## src/rtl/pc_sequencer.sv

```systemverilog
// -----------------------------------------------------------------------------
// pc_sequencer
//
// Purpose:
//   Program-counter controller for the philv core. It owns the architectural
//   PC and runs an explicit IDLE -> FETCH -> EXEC sequence. It issues fetch
//   requests to instruction memory, holds the returned instruction while it
//   executes, and then advances the PC by +4 or loads it from a jump or
//   branch target.
//
// Optional feature:
//   PC_MISALIGN_TRAP_EN
//     Defined: a redirect to a target with target[1:0] != 0 loads TRAP_VECTOR
//       and pulses trap instead of redirect.
//     Undefined: trap is tied low and target[1:0] is masked to 2'b00.
//
// Ports:
//   clk           core clock; every state update happens on the rising edge
//   rst           asynchronous, active-high reset
//   run           level; keep fetching while high
//   halt          pulse; enter HALT at the next instruction boundary
//   fetch_req     fetch request to instruction memory
//   fetch_addr    fetch address; always equal to pc
//   fetch_ack     instruction memory returned the instruction at fetch_addr
//   instr_valid   a fetched instruction is held for execute
//   opcode        opcode of the held instruction
//   branch_taken  ALU branch result; only used with the branch opcode
//   target        jump or branch target from execute
//   exec_done     execute finished the held instruction; only used in EXEC
//   pc            architectural PC
//   redirect      one-cycle pulse when pc is loaded from target
//   trap          one-cycle pulse on a misaligned target (optional feature)
// -----------------------------------------------------------------------------

`ifndef INSTR_OPCODE_WIDTH
`define INSTR_OPCODE_WIDTH 7
`endif
`ifndef OPCODE_JAL
`define OPCODE_JAL 7'b1101111
`endif
`ifndef OPCODE_JALR
`define OPCODE_JALR 7'b1100111
`endif
`ifndef OPCODE_BRANCH
`define OPCODE_BRANCH 7'b1100011
`endif

module pc_sequencer #(
  parameter int unsigned     N            = 32,
  parameter logic [N-1:0]    RESET_VECTOR = 32'h0000_0000,
  parameter logic [N-1:0]    TRAP_VECTOR  = 32'h0000_0100
) (
  input  logic                           clk,
  input  logic                           rst,
  input  logic                           run,
  input  logic                           halt,
  output logic                           fetch_req,
  output logic [N-1:0]                   fetch_addr,
  input  logic                           fetch_ack,
  output logic                           instr_valid,
  input  logic [`INSTR_OPCODE_WIDTH-1:0] opcode,
  input  logic                           branch_taken,
  input  logic [N-1:0]                   target,
  input  logic                           exec_done,
  output logic [N-1:0]                   pc,
  output logic                           redirect,
  output logic                           trap
);

  typedef enum logic [1:0] {
    ST_IDLE  = 2'd0,
    ST_FETCH = 2'd1,
    ST_EXEC  = 2'd2,
    ST_HALT  = 2'd3
  } state_t;

  localparam logic [N-1:0] PC_STEP = {{(N-3){1'b0}}, 3'd4};

  state_t         state_q, state_d;
  logic [N-1:0]   pc_q, pc_d;
  logic           halt_pending_q, halt_pending_d;
  logic           fetch_req_q, fetch_req_d;
  logic           instr_valid_q, instr_valid_d;
  logic           redirect_q, redirect_d;
  logic           take_target_s;
`ifdef PC_MISALIGN_TRAP_EN
  logic           trap_q, trap_d;
`else
  logic           unused_ok_s;
`endif

  // A control transfer happens on JAL, JALR, or a branch whose condition held;
  // branch_taken is meaningless for any other opcode.
  assign take_target_s = (opcode == `OPCODE_JAL) ||
                         (opcode == `OPCODE_JALR) ||
                         ((opcode == `OPCODE_BRANCH) && branch_taken);

  // Next-state, next-PC and next-output computation.
  always_comb begin
    state_d        = state_q;
    pc_d           = pc_q;
    // A halt pulse is remembered until reset, so it is honoured at the next
    // instruction boundary even if it arrives mid-fetch.
    halt_pending_d = halt_pending_q | halt;
    redirect_d     = 1'b0;
`ifdef PC_MISALIGN_TRAP_EN
    trap_d         = 1'b0;
`endif

    case (state_q)
      ST_IDLE: begin
        if (halt_pending_d) begin
          state_d = ST_HALT;
        end else if (run) begin
          state_d = ST_FETCH;
        end else begin
          state_d = ST_IDLE;
        end
      end

      ST_FETCH: begin
        // pc (and therefore fetch_addr) is untouched here, so the address
        // stays stable for as long as the ack is withheld.
        if (fetch_ack) begin
          state_d = ST_EXEC;
        end else begin
          state_d = ST_FETCH;
        end
      end

      ST_EXEC: begin
        if (exec_done) begin
          if (take_target_s) begin
`ifdef PC_MISALIGN_TRAP_EN
            if (target[1:0] != 2'b00) begin
              pc_d   = TRAP_VECTOR;
              trap_d = 1'b1;
            end else begin
              pc_d       = target;
              redirect_d = 1'b1;
            end
`else
            pc_d       = {target[N-1:2], 2'b00};
            redirect_d = 1'b1;
`endif
          end else begin
            // Natural modulo-2^N wrap of the adder is the intended behaviour.
            pc_d = pc_q + PC_STEP;
          end

          if (halt_pending_d) begin
            state_d = ST_HALT;
          end else if (run) begin
            state_d = ST_FETCH;
          end else begin
            state_d = ST_IDLE;
          end
        end else begin
          state_d = ST_EXEC;
        end
      end

      ST_HALT: begin
        state_d = ST_HALT;
      end

      default: begin
        state_d = ST_IDLE;
      end
    endcase

    // Outputs are registered from the next state so that they line up with
    // the state they describe.
    fetch_req_d   = (state_d == ST_FETCH);
    instr_valid_d = (state_d == ST_EXEC);
  end

  // Sequencer state, PC and registered outputs.
  always_ff @(posedge clk or posedge rst) begin
    if (rst) begin
      state_q        <= ST_IDLE;
      pc_q           <= RESET_VECTOR;
      halt_pending_q <= 1'b0;
      fetch_req_q    <= 1'b0;
      instr_valid_q  <= 1'b0;
      redirect_q     <= 1'b0;
`ifdef PC_MISALIGN_TRAP_EN
      trap_q         <= 1'b0;
`endif
    end else begin
      state_q        <= state_d;
      pc_q           <= pc_d;
      halt_pending_q <= halt_pending_d;
      fetch_req_q    <= fetch_req_d;
      instr_valid_q  <= instr_valid_d;
      redirect_q     <= redirect_d;
`ifdef PC_MISALIGN_TRAP_EN
      trap_q         <= trap_d;
`endif
    end
  end

  assign pc          = pc_q;
  assign fetch_addr  = pc_q;
  assign fetch_req   = fetch_req_q;
  assign instr_valid = instr_valid_q;
  assign redirect    = redirect_q;

`ifdef PC_MISALIGN_TRAP_EN
  assign trap = trap_q;
`else
  // Without the trap feature the low target bits and the trap vector have no
  // function.
  assign trap        = 1'b0;
  assign unused_ok_s = ^{target[1:0], TRAP_VECTOR};
`endif

endmodule

```

## config.mk

```make
export PLATFORM = sky130hd
export DESIGN_NAME = pc_sequencer
export DESIGN_NICKNAME = d
export VERILOG_FILES = /design/src/rtl/pc_sequencer.sv
export SDC_FILE = /design/constraint.sdc
export NUM_CORES = 1
export LEC_CHECK = 0
export BUFFER_PORTS_ARGS = -buffer_cell sky130_fd_sc_hd__buf_2
export CORE_MARGIN = 1
export CORE_UTILIZATION = 47
export CTS_CLUSTER_DIAMETER = 30
export CTS_CLUSTER_SIZE = 16
export DETAILED_ROUTE_END_ITERATION = 6
export GPL_TIMING_DRIVEN = 1
export HOLD_SLACK_MARGIN = 0.05
export PLACE_DENSITY = 0.79
export SLEW_MARGIN = 20
export SYNTH_ARGS = -nofsm -noshare
export SYNTH_HDL_FRONTEND = slang
export SYNTH_SLANG_ARGS = --single-unit
```

## constraint.sdc

```tcl
create_clock -name clk -period 2.66 [get_ports clk]
set_clock_uncertainty 0.15 [all_clocks]
set_input_delay 0.266 -clock clk [delete_from_list [all_inputs] [get_ports clk]]
set_output_delay 0.266 -clock clk [all_outputs]
set_load 0.02 [all_outputs]
```

==> key figures <==
Outcome
  • Status: finished clean

Routing
  • Starting DRC count in detailed routing: 231
  • DR vias/cell: 5.71
  • First-pass DRT Iterations: 5
  • Post-Route WL: 6.40 mm
  • WL per Instance: 14.6 um
  • DRT antenna net count: 0
  • DRC errors left: 0
  • Via count: 2512

STA
  • Slew @ Worst Pin: 551 ps
  • RSZ-0062 raised after global routing: false
  • Final setup viols: 0
  • Post-route setup slack: 425 ps
  • Sum Neg Setup Slack: 0 ps
  • Slew Viols, Final: 0
  • Slew headroom: 63.3%
  • Tmin final: 2240 ps
  • Fmax: 0.447 GHz
  • Final period util: 84.0%
  • Hold Fails Final Rpt: 0

Power
  • Leakage power: 1.43 nW
  • Comb pwr share: 12.7%
  • Switching power: 0.000301 W
  • Pint: 0.000828 W
  • Pwr per Cell Area: 389 mW/mm2
  • Tot Pwr: 0.00113 W
  • Max VDD drop: 0.000295 V
  • Clock power frac: 35.8%
  • Sw Share: 26.7%
  • Reg power frac: 51.6%

Placement
  • Port bufs: 106
  • Pre-CTS setup slack: 454 ps
  • GP Congestion: 0.834
  • Post-DP HPWL: 4.50 mm
  • Post-Place Cells: 431

Setup path
  • Critical path data required time: 2690 ps
  • Worst setup path class: register to register
  • CP delay by family, top: simple AND/OR/NAND/NOR gates
  • Crit. End Element: register
  • WP buf/inv: 0
  • Most common cell on crit path: o22a_1
  • CP startpoint: fetch_addr[10]
  • Flop2flop setup slack: 420 ps
  • Crit Path Max Fanout: 9
  • CP max-delay cell: or4_4
  • Startpoint Class: register
  • FF-to-FF Start: fetch_addr[10]
  • Worst path max stage delay: 570 ps
  • WP data arrival: 2260 ps
  • Crit path cell chain: and3_1 > nand3_4 > or4_4 > o22a_1 > o22a_1

Layout
  • Post-layout util: 59.5%
  • # nets final: 419
  • Diode count: 0
  • Area Growth Syn to Fin: 17.9%
  • Ratio of cells with drive above 1 in the final layout: 34.0%
  • Final Non-Filler Cells: 440

Synth
  • Synth Flop Type: dfrtp_1
  • Yosys cell types: 48
  • Cell taking the most area after synthesis: dfrtp_1
  • Commonest cells post-synth: a21oi_1 (40), buf_4 (36), dfrtp_1 (36)
  • Flops & latches, synth: 36
  • Synth Instances: 301
  • Mapped Avg Cell Area: 8.19 um2
  • Yosys warns: 0
  • Most common cell in the netlist: a21oi_1
  • Post-synthesis sequential area ratio: 36.5%
  • Mapped Area: 0.00246 mm2
  • Largest cells by area after synthesis: dfrtp_1 (37%), buf_4 (11%), a21oi_1 (8.1%), nand2_1 (4.1%), o21ai_0 (3.5%)
  • Async set-reset flop share out of synthesis: 100%
  • Post-synth EDFFs: 0
  • Post-synth top area share: 36.5%

Job
  • Maxcap violations: 0

Global routing
  • GRT overflow: 0
  • All-Layer GR Usage: 23.7%
  • Largest net degree at the start of global routing: 66
  • Antenna violations before repair: 0
  • Global-route wire length before repair: 10.0 mm
  • Vias in the first global route: 2068

Clocking
  • Num CTS Buffers: 5
  • CTS H-tree lvls: 2
  • Root Driver: clkbuf_8
  • Clock sinks: 36
  • Clock transition at the registers of the reported paths: 70 ps
  • Clock latency on the worst-skew pair: 290 ps
  • TritonCTS clock tree: built
  • Clock buffer depth: 2
  • Postcts setup bufs: 0

Floorplanning
  • Core box area: 0.00488 mm2
  • FP Rows: 25
  • Initial core utilization: 50.5%
  • Chip Width: 74.4 um
  • Die height: 74.4 um
  • IO Pins: 114
  • Die footprint: 0.00554 mm2

Hold path
  • Min-Delay Path Class: input pin to register
  • HP Start: halt
[path summary, 6_finish.rpt]
kind                            cells past startpoint        endpoint
worst min-delay path                                2  halt_pending_q
worst max register to register                      5  fetch_addr[31]
max in group asynchronous                           4   fetch_addr[4]
worst min register to register                      1  halt_pending_q
worst max-delay path                                5  fetch_addr[31]
min in group asynchronous                           4      state_q[1]
[cell usage in the layout (no fill, tap or decap), types with 2 or more instances in the layout]
cell type,synthesis,routed
clkbuf_8,0,6
o21ai_0,17,17
o311ai_0,2,2
nor4_1,3,3
and2_1,1,2
o22a_1,4,4
o22ai_1,11,11
nand2_1,27,27
buf_4,36,4
inv_1,6,6
o31ai_1,3,3
a311oi_1,3,3
conb_1,1,5
o41ai_1,2,2
clkbuf_1,14,2
a31oi_1,3,3
and4_1,3,3
nand4_1,13,13
dfrtp_1,36,36
a21oi_1,40,40
a31o_2,2,2
nor3_1,4,4
nand3_1,14,14
nor2b_1,4,4
buf_2,1,106
nor2_1,19,19
and3_1,6,6
or2_2,2,2
a2bb2oi_1,4,4
[per-layer routing]
layer | vias to the layer above | wire, um | track usage [%] | share of wire [%]
met2 | 119 | 2970 | 36.9 | 46
met1 | 1172 | 2850 | 32.8 | 45
li1 | 1217 | - | - | -
met3 | 4 | 521 | 4.88 | 8.1
met4 | 0 | 57 | 7.76 | 0.89
met5 | - | 0 | 0 | 0
[layout make-up]
cell class                 count  area, um2
fill                         455       1970
multi-input combinational    211       1220
sequential                    36        901
timing repair buffer         112        591
clock buffer                   8       90.1
tap                           67       83.8
inverter                       6       22.5
[cells by family after synthesis]
group,count (synthesis),share of synthesized area [%]
adder cells (fa/ha/maj),1,0.508
AO/OA/AOI/OAI,98,24.6
flip-flops,36,36.5
other,1,0.152
multiplexers,1,0.457
buffers and inverters,58,14.7
AND/OR/NAND/NOR,106,23.0
[power groups by stage]
stage	Combinational (W)	Clock, W	Sequential, W
2_1_floorplan	0.0000849	0	0.000603
3_3_place_gp	0.000143	0	0.000591
3_5_place_dp	0.000143	0	0.000592
4_1_cts	0.000144	0.000411	0.000582
5_1_grt	0.000157	0.000431	0.000585
6_report	0.000143	0.000404	0.000582
[metrics by stage]
| stage | instance area (um2) | hold WS [ps] |
|---|---|---|
| 4_1_cts | 2910 | 58.1 |
| 6_report | 2910 | 63.9 |
| 2_1_floorplan | 2480 | 263 |
| 3_5_place_dp | 2810 | 247 |
| 5_1_grt | 2910 | 69.5 |
| 3_3_place_gp | 2810 | 257 |
[state kept, by name, summed over array words and instances, names as in the netlist]
signal / flops
instr_valid: 1
fetch_req: 1
state_q: 2
redirect: 1
halt_pending_q: 1
fetch_addr: 30
[what timing repair did]
action	4_1_cts	5_1_grt
resized for setup	0	0
hold buffers	1	0
hold endpoints to repair	36	0
(Power assumes the default switching activity.)
